**config.mk**
```make
export PLATFORM = sky130hd
export DESIGN_NAME = download_tx
export DESIGN_NICKNAME = d
export VERILOG_FILES = /design/src/rtl/download_tx.sv
export SDC_FILE = /design/constraint.sdc
export NUM_CORES = 1
export LEC_CHECK = 0
export ABC_AREA = 1
export CAP_MARGIN = 15
export CORE_ASPECT_RATIO = 0.9
export CORE_MARGIN = 2
export CORE_UTILIZATION = 60
export CTS_BUF_LIST = sky130_fd_sc_hd__clkbuf_8
export DETAILED_ROUTE_END_ITERATION = 8
export PLACE_DENSITY = 0.84
export RECOVER_POWER = 25
export SLEW_MARGIN = 20
export SYNTH_ARGS = -nofsm -noshare
export SYNTH_HDL_FRONTEND = slang
export SYNTH_SLANG_ARGS = --single-unit
```
**constraint.sdc**
```tcl
create_clock -name clk -period 15.8 [get_ports clk]
set_input_delay 1.58 -clock clk [delete_from_list [all_inputs] [get_ports clk]]
set_output_delay 1.58 -clock clk [all_outputs]
set_load 0.1 [all_outputs]
```
**src/rtl/download_tx.sv**
```systemverilog
// download_tx: memory dump transmitter. Streams a RAM region over a UART
// line as a frame: 4-byte little-endian length header, data bytes, XOR
// checksum byte.
// Latency: the first start bit is on tx the cycle after start is accepted.
// done pulses the cycle after the last stop bit ends.
// Backpressure: none. start is dropped while busy, and also in the done
// cycle. RAM reads are paced by a 1-entry holding register, so at most one
// rd_en is outstanding.
// Ports:
//   clk, reset          : clock, async active-high reset
//   start               : 1-cycle request; base_addr/length sampled on accept
//   rd_en/rd_addr       : byte read strobe/address to RAM
//   rd_data             : RAM byte, valid the cycle after rd_en
//   tx                  : UART line (idle high)
//   busy/done           : transfer in progress / 1-cycle completion pulse
module download_tx #(
  parameter int CLK_HZ    = 100_000_000,
  parameter int BAUD_RATE = 9600
) (
  input  logic        clk,
  input  logic        reset,
  input  logic        start,
  input  logic [31:0] base_addr,
  input  logic [31:0] length,
  output logic        rd_en,
  output logic [31:0] rd_addr,
  input  logic [7:0]  rd_data,
  output logic        tx,
  output logic        busy,
  output logic        done
);

  localparam int CLKS_PER_BIT = CLK_HZ / BAUD_RATE;
  localparam int CNT_W = (CLKS_PER_BIT > 1) ? $clog2(CLKS_PER_BIT) : 1;
  localparam logic [CNT_W-1:0] BIT_LAST = CNT_W'(CLKS_PER_BIT - 1);

  typedef enum logic [2:0] {
    IDLE,
    HDR,
    DATA,
    CSUM,
    DRAIN
  } state_t;

  // Controller state
  state_t      state;
  logic [31:0] len_q;
  logic [31:0] addr_q;
  logic [31:0] remaining;
  logic [1:0]  hdr_idx;
  logic [7:0]  csum;
  logic        rd_wait;

  // 1-entry holding register between controller and serializer
  logic        hold_vld;
  logic [7:0]  hold_dat;

  // Serializer
  logic             ser_active;
  logic [9:0]       shreg;
  logic [3:0]       bit_cnt;
  logic [CNT_W-1:0] clk_cnt;

  logic       accept;
  logic       frame_end;
  logic       ser_load;
  logic [7:0] ser_byte;

  // A start in the done cycle is dropped: state is already IDLE, but the
  // previous transfer is only just finishing.
  assign accept    = start && (state == IDLE) && !done;
  assign frame_end = ser_active && (clk_cnt == BIT_LAST) && (bit_cnt == 4'd9);

  // The first header byte bypasses the holding register.
  // This lets tx fall the cycle after accept. Every later byte loads from
  // the holding register exactly at the end of the previous stop bit, so
  // frames are back-to-back.
  assign ser_load = accept || (frame_end && hold_vld);
  assign ser_byte = accept ? length[7:0] : hold_dat;

  // Controller FSM: fills the holding register and issues RAM reads
  always_ff @(posedge clk or posedge reset) begin
    if (reset) begin
      state     <= IDLE;
      len_q     <= '0;
      addr_q    <= '0;
      remaining <= '0;
      hdr_idx   <= '0;
      csum      <= '0;
      rd_wait   <= 1'b0;
      hold_vld  <= 1'b0;
      hold_dat  <= '0;
      rd_en     <= 1'b0;
      rd_addr   <= '0;
      busy      <= 1'b0;
      done      <= 1'b0;
    end else begin
      done  <= 1'b0;
      rd_en <= 1'b0;

      // A load only happens while the register is full.
      // Refills below only happen while it is empty, so these writes
      // never collide.
      if (ser_load && !accept) begin
        hold_vld <= 1'b0;
      end

      case (state)
        IDLE: begin
          if (accept) begin
            len_q     <= length;
            addr_q    <= base_addr;
            remaining <= length;
            csum      <= '0;
            hdr_idx   <= 2'd1;
            busy      <= 1'b1;
            state     <= HDR;
          end
        end

        HDR: begin
          if (!hold_vld) begin
            case (hdr_idx)
              2'd1:    hold_dat <= len_q[15:8];
              2'd2:    hold_dat <= len_q[23:16];
              2'd3:    hold_dat <= len_q[31:24];
              default: hold_dat <= len_q[7:0];
            endcase
            hold_vld <= 1'b1;
            hdr_idx  <= hdr_idx + 2'd1;
            if (hdr_idx == 2'd3) begin
              state <= (len_q != '0) ? DATA : CSUM;
            end
          end
        end

        DATA: begin
          // Three-phase read: strobe, wait for RAM, capture.
          // A new read is only issued once the holding register is empty.
          if (rd_en) begin
            rd_wait <= 1'b1;
          end else if (rd_wait) begin
            hold_dat <= rd_data;
            hold_vld <= 1'b1;
            csum     <= csum ^ rd_data;
            rd_wait  <= 1'b0;
            if (remaining == '0) begin
              state <= CSUM;
            end
          end else if (!hold_vld) begin
            rd_en     <= 1'b1;
            rd_addr   <= addr_q;
            addr_q    <= addr_q + 32'd1;
            remaining <= remaining - 32'd1;
          end
        end

        CSUM: begin
          if (!hold_vld) begin
            hold_dat <= csum;
            hold_vld <= 1'b1;
            state    <= DRAIN;
          end
        end

        DRAIN: begin
          // The checksum byte is consumed at the preceding frame end.
          // The next frame end with an empty holding register is therefore
          // the last stop bit.
          if (frame_end && !hold_vld) begin
            done  <= 1'b1;
            busy  <= 1'b0;
            state <= IDLE;
          end
        end

        default: state <= IDLE;
      endcase
    end
  end

  // Serializer: 10-bit frame, LSB first, CLKS_PER_BIT cycles per bit
  always_ff @(posedge clk or posedge reset) begin
    if (reset) begin
      ser_active <= 1'b0;
      shreg      <= '1;
      bit_cnt    <= '0;
      clk_cnt    <= '0;
      tx         <= 1'b1;
    end else if (ser_load) begin
      shreg      <= {1'b1, ser_byte, 1'b0};
      tx         <= 1'b0;
      bit_cnt    <= '0;
      clk_cnt    <= '0;
      ser_active <= 1'b1;
    end else if (ser_active) begin
      if (clk_cnt == BIT_LAST) begin
        clk_cnt <= '0;
        if (bit_cnt == 4'd9) begin
          ser_active <= 1'b0;
          tx         <= 1'b1;
        end else begin
          bit_cnt <= bit_cnt + 4'd1;
          shreg   <= {1'b1, shreg[9:1]};
          tx      <= shreg[1];
        end
      end else begin
        clk_cnt <= clk_cnt + CNT_W'(1);
      end
    end
  end

endmodule

```
Word-level counts from Yosys, hierarchy flattened. Cells that the tools add are included.

Bitwise operators: 4. Equality and inequality tests: 20. Muxes and demuxes: 68. Reductions and logical operators: 31. Add/sub/neg operators: 5.

Operators by type and width (count): 2-to-1 mux 32 bit (8); one-hot mux 32 bit (2 select lines) (2); 2-to-1 mux 8 bit (8); one-hot mux 8 bit (3 select lines) (2); 2-to-1 mux 14 bit (3); 2-to-1 mux 10 bit (4); adder 32 x 1 -> 32 bit, second input constant (1); logical NOT 32 bit (1); nonzero test 32 bit (1); subtractor 32 x 1 -> 32 bit, second input constant (1); 2-to-1 mux 3 bit (8); 2-to-1 mux 1 bit (22); != test 2 bit, second input constant (11); 2-to-1 mux 4 bit (4); one-hot mux 8 bit (2 select lines) (1); one-hot mux 3 bit (5 select lines) (1); adder 14 x 1 -> 14 bit, second input constant (1); equality test 14 bit, second input constant (1); AND reduction 5 bit (2); nonzero test 2 bit (5); AND reduction 3 bit (3); AND reduction 4 bit (2); AND reduction 8 bit (1); XOR 8 bit (1); 19 further kinds (34).

Bits of input ports: 75. Logic and storage cells: 146. Output and inout port bits: 36. Bits in registers: 184.

Longest topological paths before layout.
Depth in word-level cells: 10. Gate-level depth with buffers: 14. Gate-level depth less buffers: 13.

Worst setup path before layout. Ideal clock, no wire load.

Kind: input-to-reg. Start: input start. End: register addr_q[1]. Data required time: 15.673 ns. Path buffers: 2. Library setup time: 0.127 ns. Data arrival time: 2.610 ns. Stages: 11. Slack: 13.063 ns. Cell sequence: inv_1 > nor2_1 > nand2_4 > nand2_1 > nand2_1 > inv_4 > nand2_8 > inv_4 > buf_8 > buf_2 > o21ai_1.

Cells in the longest elaborated chain, start to end: 4.

Ends and longest elaborated chain: start: declaration (line 22) `input logic start,`; logical AND 1 bit (2 in a row) (line 71) `assign accept = start && (state == IDLE) && !done;`; != test 2 bit (no source line); AND reduction 5 bit (no source line); end signal: assignment (line 112) `addr_q <= base_addr;`; end signal: assignment (line 153) `addr_q <= addr_q + 32'd1;`; end: declaration (line 48) `logic [31:0] addr_q;`.

No other way between the ends. A chain may end at the register's enable or synchronous reset.

==> run summary <==
Slew HR: -2.11
Synth async-reset ratio: 1.00
CP endpoint kind: async pin
FF+latch count, synth: 182
Kind of critical path: in -> async
Number of nets in the layout: 1585
Port-buffer cells: 110
Clock Latency Late Sink: 0.48 ns
Final setup viols: 0
Peak VDD IR: 0.0000611 V
WL per Instance: 16.0 um
Primary FF master, synth: dfrtp_1
Syn nets: 1507
First-pass iteration count of the detailed router: 5
Yosys Warn Count: 0
RSZ-0062 raised after global routing: false
Drt via density: 5.72
CTS tree: done
Worst slew pin tran: 4.64 ns
Mapped Cells: 1422
DIE AREA: 18600 sq um
Pre-CTS WS: 11.24 ns
Hold Fails Final Rpt: 0
Clk buf depth: 2
Initial Util: 0.617
Die Y: 129 um
WP data required: 16.27 ns
DP Wirelength: 20000 um
Max Cap Viol: 3
Fin worst setup slack: 10.38 ns
Worst-path fanout max: 108
Clk sinks: 182
Synth-to-Final Area Change: 13.7%
Hold buffers post-CTS: 0
Clk pin slew, worst setup/hold paths: 0.10 ns
Mapped cell area: 10500 sq um
Total GRT Usage: 0.315
Vias in the first global route: 9283
Hold crit path type: reg -> reg
Total Wirelength: 28000 um
CTS Buf Count: 17
# IOs: 111
Layout Utilization: 0.702
Core area: 17000 sq um
Post-synth EDFFs: 0
Run status: finished, violations left
Post-CTS setup buffer count: 0
# DRC: 0
First-pass GRT wire length: 46300 um
Period utilization: 0.343
Flop-to-flop setup slack: 11.74 ns
Antenna cells: 0
Largest net degree at the start of global routing: 109
Fin Clk Skew: 0.0164 ns
Worst EP arrival: 5.89 ns
CTS resizes: 0
Gpl congestion: 0.916
Placement row count: 45
CTS root buffer: clkbuf_8
Initial antenna violation count: 0
Crit path time final: 5.42 ns
CP startpoint kind: primary input
Share of the yosys chip area belonging to registers: 0.435
Mean area per synthesized cell: 7.38 sq um
H-tree Lvls: 4
Share of layout cells above drive strength 1: 0.0588
Distinct cells, synth: 50
Failing checks: capacitance limit, slew limit
Die Wd: 143 um
Sum of negative setup slack: 0 ns
Placed inst area: 11600 sq um
Max-slew violation count: 189
Worst hold slack: 0.475 ns
PwrDens: 68.3 nW/um^2
Design area: 11900 sq um
Number of routed nets with antenna violations: 0
Max Clock Freq: 185 MHz
Pleak: 0.00545 uW
Grt total ovfl: 0
Vias: 10000
Iteration-0 DRC Markers: 987
-- layer usage --
metal | vias up | track usage | share of wire
li1 | 4810 | - | -
met1 | 4697 | 0.458 | 0.44
met2 | 443 | 0.488 | 0.45
met3 | 55 | 0.0440 | 0.081
met4 | 0 | 0.112 | 0.027
met5 | - | 0 | 0
-- worst max-delay path: stages --
cell           delay (ns)
dlygate4sd3_1        0.55
clkinvlp_2           2.60
buf_4                1.07
-- stage by stage --
stage | total power, uW | instances
CTS | 820 | 1748
finish | 816 | 1748
detailed placement | 512 | 1716
global placement | 512 | 1716
global route | 842 | 1748
floorplan | 485 | 1422
-- Yosys cell counts (3+ instances only) --
cell,n,area [sq um]
o211ai_2,5,62.6
nor2_4,5,56.3
ha_1,10,125
nand2_1,394,1480
o31ai_1,3,22.5
dfrtp_1,173,4330
or2_2,5,31.3
a22oi_2,6,75.1
nand3_1,99,495
nor2_1,152,571
xor2_1,22,193
buf_6,7,78.8
o21a_1,4,30.0
inv_1,139,522
a21oi_2,4,35.0
o22ai_1,11,68.8
o21ai_0,157,786
dfstp_2,9,236
o211ai_1,7,52.6
a21oi_1,35,175
a31oi_1,9,56.3
o21ai_1,29,145
buf_4,4,30.0
o21ai_2,4,35.0
clkbuf_1,27,101
a22oi_1,8,60.1
nand4_1,15,93.8
nor3_1,25,125
nand2_2,3,18.8
inv_2,6,22.5
o221ai_1,6,52.6
nand2_4,3,33.8
buf_2,12,60.1
-- layout make-up --
type	instances	area, sq um
clock buffer	19	262
clock inverter	13	124
fill	1477	5070
timing repair buffer	113	1120
tap	235	294
multi-input combinational	1039	5010
sequential	182	4570
inverter	147	558
-- cell families after synthesis --
family | after synthesis | synth area share
and+or+nand+nor | 714 | 0.290
buffers and inverters | 201 | 0.0828
xor gates and xnor gates | 24 | 0.0200
adders and majority gates | 10 | 0.0119
AOI/OAI and AO/OA | 291 | 0.160
DFF | 182 | 0.435
-- power breakdown --
group	switching, uW	internal [uW]
clock	179	135
combinational	18.9	17.9
sequential	0	466
-- state kept, by name, indices dropped and copies added (netlist names) --
signal	count
addr_q	32
len_q	32
rd_addr	32
remaining	32
clk_cnt	14
csum	8
hold_dat	8
shreg	8
bit_cnt	4
state	3
hdr_idx	2
busy	1
done	1
hold_vld	1
rd_en	1
rd_wait	1
ser_active	1
tx	1
-- cell usage in the layout, fill, tap and decap left out, types with 3 or more instances in the layout --
cell               n
nor2_4             4
nand2_1          396
a31oi_1            9
o21ai_1           29
nand3_1           99
o21ai_0          157
or2_2              5
o221ai_1           6
nand4_1           15
xor2_1            22
a22oi_1            8
nor3_1            25
o211ai_2           5
nor2_1           154
dfstp_2            9
dfrtp_1          173
clkinv_4           6
o21a_1             4
buf_4              3
nand2_2            3
a21oi_1           35
o31ai_1            3
o211ai_1           7
ha_1              10
clkdlybuf4s50_1  109
a22oi_2            6
inv_2              4
inv_1            141
o22ai_1           11
a21oi_2            4
o21ai_2            4
clkbuf_8          19
-- worst paths after layout --
check                                      from                         to  cells after the start
max in group clk                          start  remaining[21]$_DFFE_PP0P_                     12
setup / recovery                          reset     addr_q[29]$_DFFE_PP0P_                      3
min in group asynchronous                 reset    clk_cnt[12]$_DFFE_PP0P_                      2
setup reg to reg           state[0]$_DFFE_PP0P_  remaining[21]$_DFFE_PP0P_                     12
hold / removal              csum[2]$_DFFE_PP0P_        csum[2]$_DFFE_PP0P_                      1
hold reg to reg             csum[2]$_DFFE_PP0P_        csum[2]$_DFFE_PP0P_                      1
(Power assumes the default switching activity.)
